`src/rtl/y_buf_argmax_reader_pkg.sv`:
```
// Shared types and constants for the y-buffer argmax readout block.
package y_buf_argmax_reader_pkg;

   localparam int unsigned NUM_CLASS_DFLT  = 10;
   localparam int unsigned IN_IMG_NUM_DFLT = 10;
   localparam int unsigned ADDR_STRIDE     = 4;
   localparam int unsigned LABEL_W         = 4;

   typedef enum logic [2:0] {
      ST_IDLE  = 3'd0,
      ST_READ  = 3'd1,
      ST_DRAIN = 3'd2,
      ST_EMIT  = 3'd3,
      ST_DONE  = 3'd4
   } state_e;

endpackage

```
`src/rtl/y_buf_argmax_reader_argmax_unit.sv`:
```
// argmax_unit: running signed maximum and its class index.
// init loads unconditionally; update replaces only on a strictly greater score.
module y_buf_argmax_reader_argmax_unit #(
   parameter int unsigned DATA_W = 32,
   parameter int unsigned IDX_W  = 4
) (
   input  logic              clk_i,
   input  logic              rst_i,
   input  logic              init_i,
   input  logic              update_i,
   input  logic [IDX_W-1:0]  idx_i,
   input  logic [DATA_W-1:0] data_i,
   output logic [DATA_W-1:0] max_o,
   output logic [IDX_W-1:0]  idx_o
);

   logic [DATA_W-1:0] max_q, max_d;
   logic [IDX_W-1:0]  idx_q, idx_d;

   // Strict compare keeps the lowest index on ties.
   always_comb begin
      max_d = max_q;
      idx_d = idx_q;
      if (init_i) begin
         max_d = data_i;
         idx_d = idx_i;
      end else if (update_i && ($signed(data_i) > $signed(max_q))) begin
         max_d = data_i;
         idx_d = idx_i;
      end
   end

   always_ff @(posedge clk_i or posedge rst_i) begin
      if (rst_i) begin
         max_q <= '0;
         idx_q <= '0;
      end else begin
         max_q <= max_d;
         idx_q <= idx_d;
      end
   end

   assign max_o = max_q;
   assign idx_o = idx_q;

endmodule

```
`src/rtl/y_buf_argmax_reader.sv`:
```
// Reads NUM_CLASS signed scores per image from the y buffer and emits
// the argmax class per image over a valid/ready handshake.
module y_buf_argmax_reader
   import y_buf_argmax_reader_pkg::*;
#(
   parameter int unsigned IN_IMG_NUM       = IN_IMG_NUM_DFLT,
   parameter int unsigned NUM_CLASS        = NUM_CLASS_DFLT,
   parameter int unsigned Y_BUF_DATA_WIDTH = 32,
   parameter int unsigned Y_BUF_DEPTH      = NUM_CLASS * IN_IMG_NUM * ADDR_STRIDE
) (
   input  logic                              clk_i,
   input  logic                              rst_i,
   input  logic                              start_i,
   output logic                              y_buf_en,
   output logic [$clog2(Y_BUF_DEPTH)-1:0]    y_buf_addr,
   input  logic [Y_BUF_DATA_WIDTH-1:0]       y_buf_rdata,
   output logic                              label_valid_o,
   input  logic                              label_ready_i,
   output logic [LABEL_W-1:0]                label_o,
   output logic [$clog2(IN_IMG_NUM)-1:0]     img_idx_o,
   output logic [Y_BUF_DATA_WIDTH-1:0]       max_score_o,
   output logic                              busy_o,
   output logic                              done_o
);

   localparam int unsigned ADDR_W = $clog2(Y_BUF_DEPTH);
   localparam int unsigned IMG_W  = $clog2(IN_IMG_NUM);

   state_e              state_q, state_d;
   logic [LABEL_W-1:0]  cls_q, cls_d;
   logic [IMG_W-1:0]    img_q, img_d;
   logic [ADDR_W-1:0]   ptr_q, ptr_d;
   logic [ADDR_W-1:0]   addr_q, addr_d;
   logic                en_q, en_d;
   logic                valid_q, valid_d;
   logic                done_q, done_d;
   logic                busy_q, busy_d;
   logic                rd_vld_q, rd_first_q;
   logic [LABEL_W-1:0]  rd_cls_q;

   // Images are stored back to back, so a single running pointer walks
   // the buffer; it only rewinds at the end of a run.
   always_comb begin
      state_d = state_q;
      cls_d   = cls_q;
      img_d   = img_q;
      ptr_d   = ptr_q;
      addr_d  = addr_q;
      en_d    = 1'b0;
      valid_d = 1'b0;
      done_d  = 1'b0;
      case (state_q)
         ST_IDLE: begin
            if (start_i) begin
               state_d = ST_READ;
               img_d   = '0;
               cls_d   = '0;
               en_d    = 1'b1;
               addr_d  = '0;
               ptr_d   = ADDR_W'(ADDR_STRIDE);
            end
         end
         ST_READ: begin
            if (cls_q == LABEL_W'(NUM_CLASS - 1)) begin
               state_d = ST_DRAIN;
            end else begin
               cls_d  = cls_q + LABEL_W'(1);
               en_d   = 1'b1;
               addr_d = ptr_q;
               ptr_d  = ptr_q + ADDR_W'(ADDR_STRIDE);
            end
         end
         ST_DRAIN: begin
            state_d = ST_EMIT;
            valid_d = 1'b1;
         end
         ST_EMIT: begin
            if (valid_q && label_ready_i) begin
               if (img_q == IMG_W'(IN_IMG_NUM - 1)) begin
                  state_d = ST_DONE;
                  done_d  = 1'b1;
               end else begin
                  state_d = ST_READ;
                  img_d   = img_q + IMG_W'(1);
                  cls_d   = '0;
                  en_d    = 1'b1;
                  addr_d  = ptr_q;
                  ptr_d   = ptr_q + ADDR_W'(ADDR_STRIDE);
               end
            end else begin
               valid_d = 1'b1;
            end
         end
         ST_DONE: begin
            state_d = ST_IDLE;
            img_d   = '0;
            ptr_d   = '0;
         end
         default: begin
            state_d = ST_IDLE;
         end
      endcase
      busy_d = (state_d != ST_IDLE);
   end

   // Read data lands one cycle after the enable; the rd_* stage tags it.
   always_ff @(posedge clk_i or posedge rst_i) begin
      if (rst_i) begin
         state_q    <= ST_IDLE;
         cls_q      <= '0;
         img_q      <= '0;
         ptr_q      <= '0;
         addr_q     <= '0;
         en_q       <= 1'b0;
         valid_q    <= 1'b0;
         done_q     <= 1'b0;
         busy_q     <= 1'b0;
         rd_vld_q   <= 1'b0;
         rd_first_q <= 1'b0;
         rd_cls_q   <= '0;
      end else begin
         state_q    <= state_d;
         cls_q      <= cls_d;
         img_q      <= img_d;
         ptr_q      <= ptr_d;
         addr_q     <= addr_d;
         en_q       <= en_d;
         valid_q    <= valid_d;
         done_q     <= done_d;
         busy_q     <= busy_d;
         rd_vld_q   <= en_q;
         rd_first_q <= en_q && (cls_q == '0);
         rd_cls_q   <= cls_q;
      end
   end

   y_buf_argmax_reader_argmax_unit #(
      .DATA_W (Y_BUF_DATA_WIDTH),
      .IDX_W  (LABEL_W)
   ) u_argmax_unit (
      .clk_i    (clk_i),
      .rst_i    (rst_i),
      .init_i   (rd_first_q),
      .update_i (rd_vld_q),
      .idx_i    (rd_cls_q),
      .data_i   (y_buf_rdata),
      .max_o    (max_score_o),
      .idx_o    (label_o)
   );

   assign y_buf_en      = en_q;
   assign y_buf_addr    = addr_q;
   assign label_valid_o = valid_q;
   assign img_idx_o     = img_q;
   assign busy_o        = busy_q;
   assign done_o        = done_q;

endmodule

```
`config.mk`:
```
export PLATFORM = sky130hd
export DESIGN_NAME = y_buf_argmax_reader
export DESIGN_NICKNAME = d
export VERILOG_FILES = /design/src/rtl/y_buf_argmax_reader_pkg.sv /design/src/rtl/y_buf_argmax_reader_argmax_unit.sv /design/src/rtl/y_buf_argmax_reader.sv
export SDC_FILE = /design/constraint.sdc
export NUM_CORES = 1
export LEC_CHECK = 0
export BUFFER_PORTS_ARGS = -buffer_cell sky130_fd_sc_hd__buf_2
export CORE_ASPECT_RATIO = 0.9
export CORE_MARGIN = 2
export CORE_UTILIZATION = 51
export CTS_BUF_LIST = sky130_fd_sc_hd__clkbuf_16
export CTS_CLUSTER_SIZE = 28
export DETAILED_ROUTE_END_ITERATION = 16
export GPL_TIMING_DRIVEN = 1
export PLACE_DENSITY_LB_ADDON = 0.12
export REMOVE_ABC_BUFFERS = 1
export SETUP_SLACK_MARGIN = 0.2
export SYNTH_ARGS = -nofsm -noshare
export SYNTH_HDL_FRONTEND = slang
export SYNTH_SLANG_ARGS = --single-unit
```
`constraint.sdc`:
```
create_clock -name clk_i -period 4 [get_ports clk_i]
set_input_delay 0.4 -clock clk_i [delete_from_list [all_inputs] [get_ports clk_i]]
set_output_delay 0.4 -clock clk_i [all_outputs]
set_load 0.05 [all_outputs]
```
## Yosys cells after proc, flatten, opt, wreduce, memory -nomap -nowiden

Index checks and enable logic that the tools add are counted.

| operators by class | value |
|---|---|
| $add $sub $neg | 3 |
| $mul | 0 |
| div/mod/pow operators | 0 |
| magnitude comparators | 1 |
| eq/ne operators | 10 |
| shift operators | 0 |
| mux-type cells | 37 |
| bitwise gates (word level) | 0 |
| reductions and logical operators | 13 |

Operators by type and width:

| kind | count |
|---|---|
| $mux W9 | 8 |
| $mux W32 | 2 |
| $pmux W9 S4 | 1 |
| $gt A32 B32 Y1 | 1 |
| $mux W4 | 8 |
| $pmux W9 S3 | 1 |
| $pmux W4 S3 | 2 |
| $mux W3 | 4 |
| $pmux W3 S4 | 1 |
| $reduce_and A5 Y1 | 2 |
| $add A9 B3 Y9 const B | 1 |
| $reduce_bool A3 Y1 | 3 |
| $add A4 B1 Y4 const B | 2 |
| $eq A4 B4 Y1 const B | 2 |
| $mux W1 | 8 |
| $ne A2 B2 Y1 const B | 4 |
| $eq A3 B2 Y1 const B | 2 |
| $logic_not A4 Y1 | 1 |
| $reduce_and A4 Y1 | 1 |
| $reduce_bool A4 Y1 | 1 |
| $eq A3 B1 Y1 const B | 1 |
| $eq A3 B3 Y1 const B | 1 |
| $logic_and A1 B1 Y1 | 3 |
| $logic_not A3 Y1 | 1 |
| 3 further kinds | 3 |

| storage, ports and cells | value |
|---|---|
| register bits after elaboration | 75 |
| bits in latches | 0 |
| memory bits (writable) | 0 |
| ROM bits | 0 |
| input bits | 36 |
| output and inout port bits | 53 |
| word-level logic and storage cells | 78 |
| memories | 0 |

## Logic depth before layout (Yosys ltp)

Gate-level depths: netlist (run 1).

| logic depth | value |
|---|---|
| depth in word-level cells | 5 |
| mapped depth | 11 |

## Cells and area by module

Synthesis (run 1) repeated with hierarchy kept, for this count alone.

| unflattened totals | value |
|---|---|
| cell total of the unflattened synthesis | 341 |
| area total of the unflattened synthesis | 3,978.8 sq um |

By module, submodules not included:

| module | times used | cells each | area each (sq um) | sequential area each (sq um) |
|---|---|---|---|---|
| y_buf_argmax_reader_argmax_unit | 1 | 193 | 2,317.2 | 900.9 |
| y_buf_argmax_reader | 1 | 148 | 1,661.6 | 875.8 |

## Worst setup path after synthesis (run 1)

OpenSTA, ideal clock, no wires.

| timing path | value |
|---|---|
| path type | register to register |
| from | reg u_argmax_unit.max_q[31], in the netlist u_argmax_unit.max_o[31] |
| to | reg u_argmax_unit.idx_q[0], in the netlist u_argmax_unit.idx_o[0] |
| arrival time | 2,634 ps |
| path slack | 1,241 ps |
| cell stages (with the launch flop) | 12 |
| buffers on the path | 2 |
| clock period less this slack | 2,759 ps |
| cell sequence | dfrtp_1 -> inv_1 -> ha_1 -> and4_4 -> nand2_4 -> a211oi_2 -> a2111oi_4 -> nor3_1 -> a311o_1 -> buf_6 -> buf_6 -> mux2_4 |

| on the way | value |
|---|---|
| cells in the longest elaborated chain, start to end | 3 |

RTL lines:

| element | RTL line | RTL |
|---|---|---|
| start: declaration | y_buf_argmax_reader_argmax_unit.sv:17 | `logic [DATA_W-1:0] max_q, max_d;` |
| start signal: assignment | y_buf_argmax_reader_argmax_unit.sv:38 | `max_q <= max_d;` |
| $gt A32 B32 Y1 | y_buf_argmax_reader_argmax_unit.sv:27 | `end else if (update_i && ($signed(data_i) > $signed(max_q))) begin` |
| $logic_and A1 B1 Y1 | y_buf_argmax_reader_argmax_unit.sv:27 |  |
| $reduce_bool A2 Y1 (no source line) | - |  |
| end signal: assignment | y_buf_argmax_reader_argmax_unit.sv:39 | `idx_q <= idx_d;` |
| end: declaration | y_buf_argmax_reader_argmax_unit.sv:18 | `logic [IDX_W-1:0] idx_q, idx_d;` |

No other way between the ends.
A chain may end at the register's enable or synchronous reset.

## Worst setup path in the final report (run 1)

| timing path | value |
|---|---|
| from | reg u_argmax_unit.max_q[10], in the netlist u_argmax_unit.max_o[10] |
| to | reg u_argmax_unit.max_q[16], in the netlist u_argmax_unit.max_o[16] |

| on the way | value |
|---|---|
| cells in the longest elaborated chain, start to end | 3 |

RTL lines:

| element | RTL line |
|---|---|
| $gt A32 B32 Y1 | y_buf_argmax_reader_argmax_unit.sv:27 |
| $logic_and A1 B1 Y1 | y_buf_argmax_reader_argmax_unit.sv:27 |
| $reduce_bool A2 Y1 (no source line) | - |

No other way between the ends.

==> flow_summary_export.csv, run 1 <==
group,metric,value,unit
status,status,"complete, no violations",
logic_synthesis,synth_area_leaders,"dfrtp_1, ha_1, mux2_4, inv_1, nand2_1",
worst_setup_path,startpoint,"u_argmax_unit.max_o[10]$_DFFE_PP0P_",
global_route,grt_pass1_wl,12430,um
routing,vias,2814,
clocking,post_cts.repair.setup_buffers,0,
global_route,grt-ovfl-total,0,
global_route,grt_use_total,0.1938,
sta,fmax,311.6,MHz
die,coreArea,7470,um^2
run,cap_violations,0,
logic_synthesis,ys_seq_elements,71,
sta,setup-tns-final,0,ns
logic_synthesis,yosysWarnings,0,
worst_hold_path,worstHoldPathType,"input port to flop",
sta,fin_ws,0.7910,ns
sta,finalClockSkew,0.007079,ns
global_route,grt_max_degree,52,
routing,ant_nets,0,
logic_synthesis,yosys.area_share.simple,0.1209,
worst_setup_path,cp_max_fo,36,
clocking,cts_resized,0,
routing,remaining_drc_errors,0,
logic_synthesis,netlist_area,3900,um^2
clocking,clockRootBuffer,"clkbuf_16",
worst_setup_path,path_class,"flop to flop",
logic_synthesis,yosys.area.top_type,"dfrtp_1",
routing,drt_iter0_markers,112,
logic_synthesis,synth_top_cell_area_share,0.4556,
clocking,tritoncts,"yes",
die,die_w,96.18,um
routing,via_per_inst,5.201,
clocking,clk_path_buf_depth,2,
die,io_pins,89,
logic_synthesis,synth_mux_area_frac,0.1354,
clocking,cts_hold_buf,0,
routing,routed_wirelength,7520,um
placement,hpwl,5468,um
layout,num_antenna_cells,0,
layout,area_delta_synth_final,19.73,%
logic_synthesis,syn_inst,353,
worst_setup_path,reg2reg_to,"u_argmax_unit.max_o[16]$_DFFE_PP0P_",
worst_setup_path,rr_worst_depth,9,
layout,drive_gt1_frac,0.3124,
sta,tightest_slew,1.170,ns
layout,layout.nets,514,
die,initial_core_util,0.5221,
sta,hold_viol,0,
logic_synthesis,yosysMostFrequentCell,"dfrtp_1",
layout,n_fill_cell,647,
clocking,clk_latency,0.33,ns
logic_synthesis,yosys-top-cells-count,"dfrtp_1, inv_1, ha_1, mux2_4, nand2_1",
global_route,grt_pass1_vias,2771,
sta,setup_viol,0,
placement,gp_congestion,0.8352,
die,dieHeight,86.96,um
logic_synthesis,synth_xor_area_frac,0.01123,
sta,relSlewSlack,0.2198,
sta,drv_slew,0,
die,placementRows,30,
clocking,clk_pin_slew_worst_paths,0.06,ns
sta,hold_ws,0.3148,ns
global_route,antenna_found_initial,0,
logic_synthesis,synth_ff_type,"dfrtp_1",
routing,wl_per_cell,13.90,um
placement,dp_slack,0.6663,ns
sta,period_share,0.8023,
worst_setup_path,r2r_setup_slack,0.79,ns
logic_synthesis,synth_area_per_cell,11.05,um^2
die,dieArea,8363,um^2
logic_synthesis,yosys.area_share.adder,0.1219,
worst_setup_path,crit_required,4.20,ns
logic_synthesis,synth_compound_area_frac,0.09336,
logic_synthesis,synth_edf_count,0,
worst_setup_path,critPathArrivalTime,3.41,ns
sta,rsz0062_at_grt,"false",
placement,numPortBuffers,86,
worst_hold_path,whs_endpoint,"u_argmax_unit.max_o[19]$_DFFE_PP0P_",
layout,final_util,0.6251,
clocking,clock-sinks,71,
logic_synthesis,synth_top_family_by_area,"multiplexers",
routing,dr.pass1.iters,4,
logic_synthesis,synth_cell_types,47,
logic_synthesis,async_reset_ff_frac,1.000,
worst_hold_path,min_from,"y_buf_rdata[19]",
logic_synthesis,ys_seq_area_frac,0.4556,
sta,fin_crit,3.209,ns
worst_setup_path,r2r-start,"u_argmax_unit.max_o[10]$_DFFE_PP0P_",
clocking,cts_max_level,3,
worst_setup_path,critPathLaunchType,"flop",
clocking,cts_made_buffers,9,
worst_setup_path,end_kind,"flop",
worst_hold_path,hold_path_depth,2,
## registers in the layout, summed over array words and instances, names as in the netlist
name                 flops
u_argmax_unit.idx_o      4
y_buf_addr               7
state_q                  3
cls_q                    4
img_idx_o                4
rd_vld_q                 1
rd_first_q               1
done_o                   1
u_argmax_unit.max_o     32
rd_cls_q                 4
busy_o                   1
label_valid_o            1
y_buf_en                 1
ptr_q                    7
## final cells by class
| class | count | area [um^2] | area share |
|---|---|---|---|
| flip-flops and latches | 71 | 1777 | 0.3805 |
| repair buffers | 87 | 437.9 | 0.09378 |
| clock buffers | 9 | 225.2 | 0.04823 |
| clock inverters | 7 | 63.81 | 0.01367 |
| well taps | 96 | 120.1 | 0.02572 |
| multi-input cells | 230 | 1892 | 0.4051 |
| inverters | 41 | 153.9 | 0.03296 |
## layer usage
metal | GRT usage | share of wire
met5 | 0 | 0
met4 | 0.06494 | 0.012
met3 | 0.05887 | 0.055
met2 | 0.3239 | 0.50
met1 | 0.2383 | 0.43
## per-stage QoR
step | cells | cell area, um^2
after floorplan | 342 | 3821
after global placement | 525 | 4380
after detailed placement | 525 | 4380
after CTS | 541 | 4669
after global routing | 541 | 4669
final | 541 | 4669
## critical path, stage by stage, from the launching register on
cell and delay, ns:
dfrtp_1 0.37, inv_1 0.06, ha_1 0.30, a21oi_1 0.15, nand2_1 0.07, a221oi_1 0.31, nor2_1 0.07, o311ai_1 0.31
a311o_2 1.03, mux2_1 0.39
## cells in the final DEF, fill, tap and decap left out, types with 9 or more instances in the layout
cell type	count
nand2_1	28
nand3_1	13
mux2_4	30
a21oi_1	15
nor2_1	18
o21ai_0	18
ha_1	38
clkbuf_16	9
dfrtp_1	71
buf_2	86
inv_1	40
## cell families after synthesis
logic type	Yosys count
AND/OR/NAND/NOR	93
flip-flops	71
AO/OA/AOI/OAI	55
buffers and inverters	53
adder cells (fa/ha/maj)	38
multiplexers	37
XOR/XNOR	5
other	1
## worst max path at each step
stage	slack, ns	end
2_1_floorplan	0.24	u_argmax_unit.max_o[16]$_DFFE_PP0P_
3_3_place_gp	0.72	u_argmax_unit.max_o[17]$_DFFE_PP0P_
3_5_place_dp	0.67	u_argmax_unit.max_o[21]$_DFFE_PP0P_
4_1_cts	0.75	u_argmax_unit.max_o[21]$_DFFE_PP0P_
5_1_grt	0.61	u_argmax_unit.max_o[20]$_DFFE_PP0P_
6_report	0.79	u_argmax_unit.max_o[16]$_DFFE_PP0P_
Power of run 1 is not shown: default switching activity piles up to over one toggle a cycle in this logic, so the estimate is an artifact.
==> run 2, diff against run 1 <==
==> constraint.sdc (replaced) <==
create_clock -name clk_i -period 3.1 [get_ports clk_i]
set_input_delay 0.31 -clock clk_i [delete_from_list [all_inputs] [get_ports clk_i]]
set_output_delay 0.31 -clock clk_i [all_outputs]
set_load 0.05 [all_outputs]
==> run 2 against run 1 <==
Compared with the run above:
- register-to-register slack worse by 0.37 ns
- utilization up 0.89 points
- flip-flop and latch count unchanged
- die area unchanged
- non-clock buffer count up 5
- worst hold slack worse by 0.30 ns
- critical path depth unchanged
- fmax up 20%
==> flow_summary_export.csv, run 2 (synthesis results as in run 1) <==
group,metric,value,unit
die,dieArea,8363,um^2
worst_setup_path,cp_max_fo,14,
worst_setup_path,crit_path_top_delay_cell,"a311o_2",
sta,relSlewSlack,0.5831,
sta,hold_viol,0,
worst_setup_path,path_class,"flop to flop",
die,dieHeight,86.96,um
global_route,antenna_found_initial,0,
die,initial_core_util,0.5221,
routing,routed_wirelength,7908,um
die,coreArea,7470,um^2
worst_setup_path,critPathLaunchType,"flop",
clocking,cts_max_level,3,
clocking,clk_pin_slew_worst_paths,0.06,ns
placement,dpl.cell_count,530,
sta,fmax,373.6,MHz
sta,period_share,0.8634,
status,status,"complete, no violations",
sta,setup_viol,0,
routing,vias,2827,
sta,fin_crit,2.677,ns
sta,hold_ws,0.01850,ns
placement,hpwl,5690,um
layout,largest_reg_flops,32,
clocking,clk_latency,0.33,ns
layout,n_fill_cell,627,
routing,ant_nets,0,
die,placementRows,30,
layout,layout.nets,519,
placement,placed_area,4418,um^2
clocking,cts_made_buffers,9,
sta,finalClockSkew,0.008067,ns
layout,fin_area,4736,um^2
die,io_pins,89,
routing,dr.pass1.iters,4,
clocking,clockRootBuffer,"clkbuf_16",
global_route,grt_max_degree,50,
layout,area_delta_synth_final,21.43,%
worst_setup_path,critPathMaxStageDelay,0.43,ns
placement,numPortBuffers,86,
global_route,grt_pass1_wl,12990,um
clocking,clk_path_buf_depth,2,
layout,num_antenna_cells,0,
routing,wl_per_cell,14.48,um
clocking,cts_hold_buf,0,
layout,final_cells,546,
die,die_w,96.18,um
sta,drv_slew,0,
global_route,grt_use_total,0.2001,
routing,drt_iter0_markers,85,
clocking,clock-sinks,71,
run,cap_violations,0,
layout,layout_commonest_cell,"buf_2",
worst_setup_path,end_kind,"flop",
routing,remaining_drc_errors,0,
layout,final_cell_mix,"buf_2, dfrtp_1, inv_1, ha_1, mux2_4",
worst_setup_path,crit_required,3.31,ns
global_route,grt-ovfl-total,0,
layout,drive_gt1_frac,0.3178,
worst_setup_path,critPathArrivalTime,2.88,ns
sta,tightest_slew,0.6254,ns
global_route,grt_pass1_vias,2805,
worst_setup_path,worstPathCellList,"inv_1, ha_1, nor2b_1, o211ai_1, a2111oi_1, o311ai_1, a311o_2, buf_4, mux2_1",
worst_hold_path,worstHoldPathType,"input port to async pin",
sta,rsz0062_at_grt,"false",
clocking,tritoncts,"yes",
placement,gp_congestion,0.8427,
routing,via_per_inst,5.178,
layout,final_util,0.6340,
run 2: cell count changes in the layout (fill, tap and decap cells not counted), sizes merged:
cell	previous run	this run
buf	87	92
bufinv	1	2
clkinv	4	3
clkinvlp	2	1
inv	41	42
run 2: layout make-up:
class,instances,area (um^2),share of cell area
repair buffers,92,479.2,0.1012
inverters,41,153.9,0.03250
clock buffers,9,225.2,0.04756
clock inverters,7,88.84,0.01876
flip-flops and latches,71,1777,0.3752
multi-input cells,230,1892,0.3995
well taps,96,120.1,0.02536
run 2: path summary, 6_finish.rpt:
kind                                                    start                                   to  slack, ns  cells past startpoint
max in group asynchronous                               rst_i                     busy_o$_DFF_PP0_       2.52                      3
max                        u_argmax_unit.max_o[1]$_DFFE_PP0P_  u_argmax_unit.max_o[19]$_DFFE_PP0P_       0.42                      9
max reg2reg                u_argmax_unit.max_o[1]$_DFFE_PP0P_  u_argmax_unit.max_o[19]$_DFFE_PP0P_       0.42                      9
min                                                     rst_i  u_argmax_unit.max_o[11]$_DFFE_PP0P_       0.02                      3
min in group clk_i                            y_buf_rdata[18]  u_argmax_unit.max_o[18]$_DFFE_PP0P_       0.22                      2
min reg2reg                                y_buf_en$_DFF_PP0_                   rd_vld_q$_DFF_PP0_       0.39                      0
run 2: stage by stage:
stage | setup slack, ns | setup TNS, ns
floorplan | -0.6645 | -22.79
global placement | 0.3366 | 0
detailed placement | 0.3488 | 0
CTS | 0.3551 | 0
global route | 0.2550 | 0
finish | 0.4234 | 0
run 2: worst max-delay path, delay by kind of cell, from the launching register on:
family / cells / cell delay, ns
AOI/OAI and AO/OA: 4 / 1.07
muxes: 1 / 0.35
buffers and inverters: 2 / 0.29
DFF: 1 / 0.38
and+or+nand+nor: 1 / 0.17
adders and majority gates: 1 / 0.29
run 2: repair_timing:
item,in CTS,in global routing
endpoints found under the setup margin,0,1
buffers inserted,0,0
hold endpoints to repair,0,0
resized for setup,0,1
run 2: routing by layer:
layer / routed length [um] / share of wire / vias up / global-route usage
met5: 0 / 0 / - / 0
met3: 417 / 0.053 / 12 / 0.05195
met2: 3935 / 0.50 / 68 / 0.3390
li1: - / - / 1405 / -
met1: 3456 / 0.44 / 1342 / 0.2487
met4: 99 / 0.013 / 0 / 0.06364
Power of run 2 is left out for the same reason.
==> run 3, diff against run 2 <==
--- a/config.mk
+++ b/config.mk
@@ -13,9 +13,11 @@
 export CTS_CLUSTER_SIZE = 28
 export DETAILED_ROUTE_END_ITERATION = 16
 export GPL_TIMING_DRIVEN = 1
+export HOLD_SLACK_MARGIN = 0.02
 export PLACE_DENSITY_LB_ADDON = 0.12
 export REMOVE_ABC_BUFFERS = 1
 export SETUP_SLACK_MARGIN = 0.2
 export SYNTH_ARGS = -nofsm -noshare
 export SYNTH_HDL_FRONTEND = slang
+export SYNTH_HIERARCHICAL = 1
 export SYNTH_SLANG_ARGS = --single-unit
==> run 3 against run 2 <==
Compared with the run above:
- final cell count increased by 1.6%
- synthesized cell count decreased by 3.4%
- global-route usage increased by 0.76 points
- utilization increased by 4.4 points
- critical path type unchanged
==> flow_summary_export.csv, run 3 <==
group,metric,value,unit
status,status,"complete, no violations",
sta,relSlewSlack,0.3830,
die,io_pins,89,
worst_setup_path,critPathLaunchType,"flop",
worst_setup_path,end_kind,"flop",
worst_setup_path,rr_worst_depth,10,
layout,area_delta_synth_final,28.55,%
logic_synthesis,yosysWarnings,6,
sta,fin_ws,0.1772,ns
sta,period_share,0.9428,
global_route,antenna_found_initial,0,
global_route,grt_use_total,0.2077,
sta,setup_viol,0,
clocking,clk_latency,0.32,ns
placement,dp_slack,0.04989,ns
die,placementRows,30,
logic_synthesis,ys_seq_elements,71,
logic_synthesis,synth_cell_types,56,
worst_setup_path,critPathMaxStageDelay,0.54,ns
clocking,cts_hold_buf,0,
worst_setup_path,critPathTopFamily,"compound AO/OA/AOI/OAI gates",
clocking,clockRootBuffer,"clkbuf_16",
routing,vias,2984,
layout,drive_gt1_frac,0.4031,
worst_setup_path,crit_required,3.30,ns
worst_setup_path,r2r_setup_slack,0.18,ns
worst_setup_path,reg2reg_to,"u_argmax_unit/idx_o[0]$_DFFE_PP0P_",
sta,drv_slew,0,
die,dieArea,8525,um^2
routing,drt_iter0_markers,110,
clocking,cts_max_level,3,
global_route,grt_max_degree,25,
routing,wl_per_cell,15.75,um
sta,hold_ws,0.1185,ns
worst_setup_path,r2r-start,"u_argmax_unit/max_o[9]$_DFFE_PP0P_",
die,initial_core_util,0.5274,
layout,layout_commonest_cell,"buf_2",
clocking,cts_made_buffers,9,
placement,numPortBuffers,86,
die,dieHeight,87.80,um
die,die_w,97.11,um
placement,hpwl,5700,um
routing,ant_nets,0,
worst_setup_path,cp_max_fo,5,
worst_setup_path,critPathBufInv,3,
clocking,tritoncts,"yes",
sta,tightest_slew,0.9245,ns
run,cap_violations,0,
logic_synthesis,ys_seq_area_frac,0.4465,
logic_synthesis,syn_inst,341,
logic_synthesis,synth_edf_count,0,
worst_setup_path,crit_path_top_delay_cell,"or4_4",
worst_hold_path,worstHoldPathType,"input port to async pin",
worst_setup_path,critPathArrivalTime,3.13,ns
logic_synthesis,synth_area_leaders,"dfrtp_1, ha_1, mux2_4, inv_1, mux2_2",
routing,dr.pass1.iters,4,
sta,fin_crit,2.923,ns
logic_synthesis,synth_top_cell_area_share,0.4465,
routing,remaining_drc_errors,0,
logic_synthesis,yosys-top-cells-count,"dfrtp_1, inv_1, ha_1, mux2_4, nand2_1",
layout,layout.nets,528,
clocking,clk_path_buf_depth,2,
logic_synthesis,netlist_area,3979,um^2
sta,rsz0062_at_grt,"true",
clocking,clock-sinks,71,
global_route,grt_pass1_vias,2967,
sta,fmax,342.1,MHz
logic_synthesis,synth_ff_type,"dfrtp_1",
sta,finalClockSkew,0.007204,ns
global_route,grt_pass1_wl,14210,um
die,coreArea,7545,um^2
worst_setup_path,worstPathCellList,"inv_1, ha_1, a21o_1, nand3_1, a21oi_1, or4_4, a222oi_1, buf_4, bufbuf_16, mux2_2",
routing,routed_wirelength,8742,um
logic_synthesis,yosysMostFrequentCell,"dfrtp_1",
worst_setup_path,path_class,"flop to flop",
placement,gp_congestion,0.7734,
sta,hold_viol,0,
layout,largest_reg_flops,32,
layout,final_cell_mix,"buf_2, dfrtp_1, inv_1, ha_1, mux2_4",
layout,num_antenna_cells,0,
logic_synthesis,synth_area_per_cell,11.67,um^2
logic_synthesis,async_reset_ff_frac,1.000,
global_route,grt-ovfl-total,0,
routing,via_per_inst,5.377,
logic_synthesis,yosys.area.top_type,"dfrtp_1",
clocking,clk_pin_slew_worst_paths,0.06,ns
-- run 3: cell count changes after synthesis, sizes merged, moves of 3 or more --
| cell | delta |
|---|---|
| nand4 | +3 |
| nor2 | -14 |
| o21ai | -14 |
| nand2b | +7 |
| nor4 | +4 |
| nand2 | -10 |
| clkbuf | -4 |
| a22o | +8 |
| a2111oi | -3 |
| buf | +3 |
| mux2i | +5 |
| nand3 | -4 |
-- run 3: worst max path at each step --
stage                                        start                                  to  cells after the start
2_1_floorplan  u_argmax_unit/max_o[14]$_DFFE_PP0P_  u_argmax_unit/idx_o[0]$_DFFE_PP0P_                      8
3_3_place_gp                       y_buf_rdata[14]  u_argmax_unit/idx_o[2]$_DFFE_PP0P_                      9
4_1_cts        u_argmax_unit/max_o[14]$_DFFE_PP0P_  u_argmax_unit/idx_o[0]$_DFFE_PP0P_                     10
6_report        u_argmax_unit/max_o[9]$_DFFE_PP0P_  u_argmax_unit/idx_o[0]$_DFFE_PP0P_                     10
3_5_place_dp                       y_buf_rdata[14]  u_argmax_unit/idx_o[1]$_DFFE_PP0P_                      9
5_1_grt        u_argmax_unit/max_o[19]$_DFFE_PP0P_  u_argmax_unit/idx_o[2]$_DFFE_PP0P_                     10
-- run 3: cell type report --
type	count	area [um^2]
clock buffers	9	225.2
clock inverters	7	71.32
fillers	568	2430
inverters	40	150.1
multi-input cells	220	2063
flip-flops and latches	71	1777
well taps	96	120.1
repair buffers	112	708.2
-- run 3: per-stage QoR --
stage               instances  TNS, ns  utilization  instance area (um^2)
global route              555        0       0.6779                  5115
floorplan                 331  -132.87            -                  3865
detailed placement        518        0       0.5902                  4453
finish                    555        0       0.6779                  5115
global placement          518        0       0.5902                  4453
CTS                       545        0       0.6474                  4885
-- run 3: kinds of logic (layout without fill, tap and decap cells) --
group,count (synthesis),after routing,synth area share
and+or+nand+nor,83,83,0.1201
DFF,71,71,0.4465
AOI/OAI and AO/OA,52,52,0.09245
buffers and inverters,51,168,0.06729
muxes,44,44,0.1509
adders and majority gates,38,38,0.1195
other,1,2,0.0009425
xor gates and xnor gates,1,1,0.002202
-- run 3: routing by layer --
metal / global-route usage / share of wire / up-vias
met3: 0.05108 / 0.051 / 11
li1: - / - / 1452
met1: 0.2722 / 0.46 / 1436
met2: 0.3403 / 0.48 / 85
met4: 0.07682 / 0.013 / 0
met5: 0 / 0 / -
-- run 3: worst reg2reg max path, cell delays in order, from the launching register on --
cell	delay (ns)
dfrtp_1	0.38
inv_1	0.06
ha_1	0.28
a21o_1	0.18
nand3_1	0.09
a21oi_1	0.11
or4_4	0.54
a222oi_1	0.39
buf_4	0.20
bufbuf_16	0.25
mux2_2	0.32
-- run 3: what timing repair did --
action / in CTS / in global routing
buffers inserted: 9 / 9
setup endpoints to repair: 36 / 36
gates resized for setup: 4 / 21
cloned: 2 / 1
pin swaps: 1 / 13
Power of run 3 is left out for the same reason.
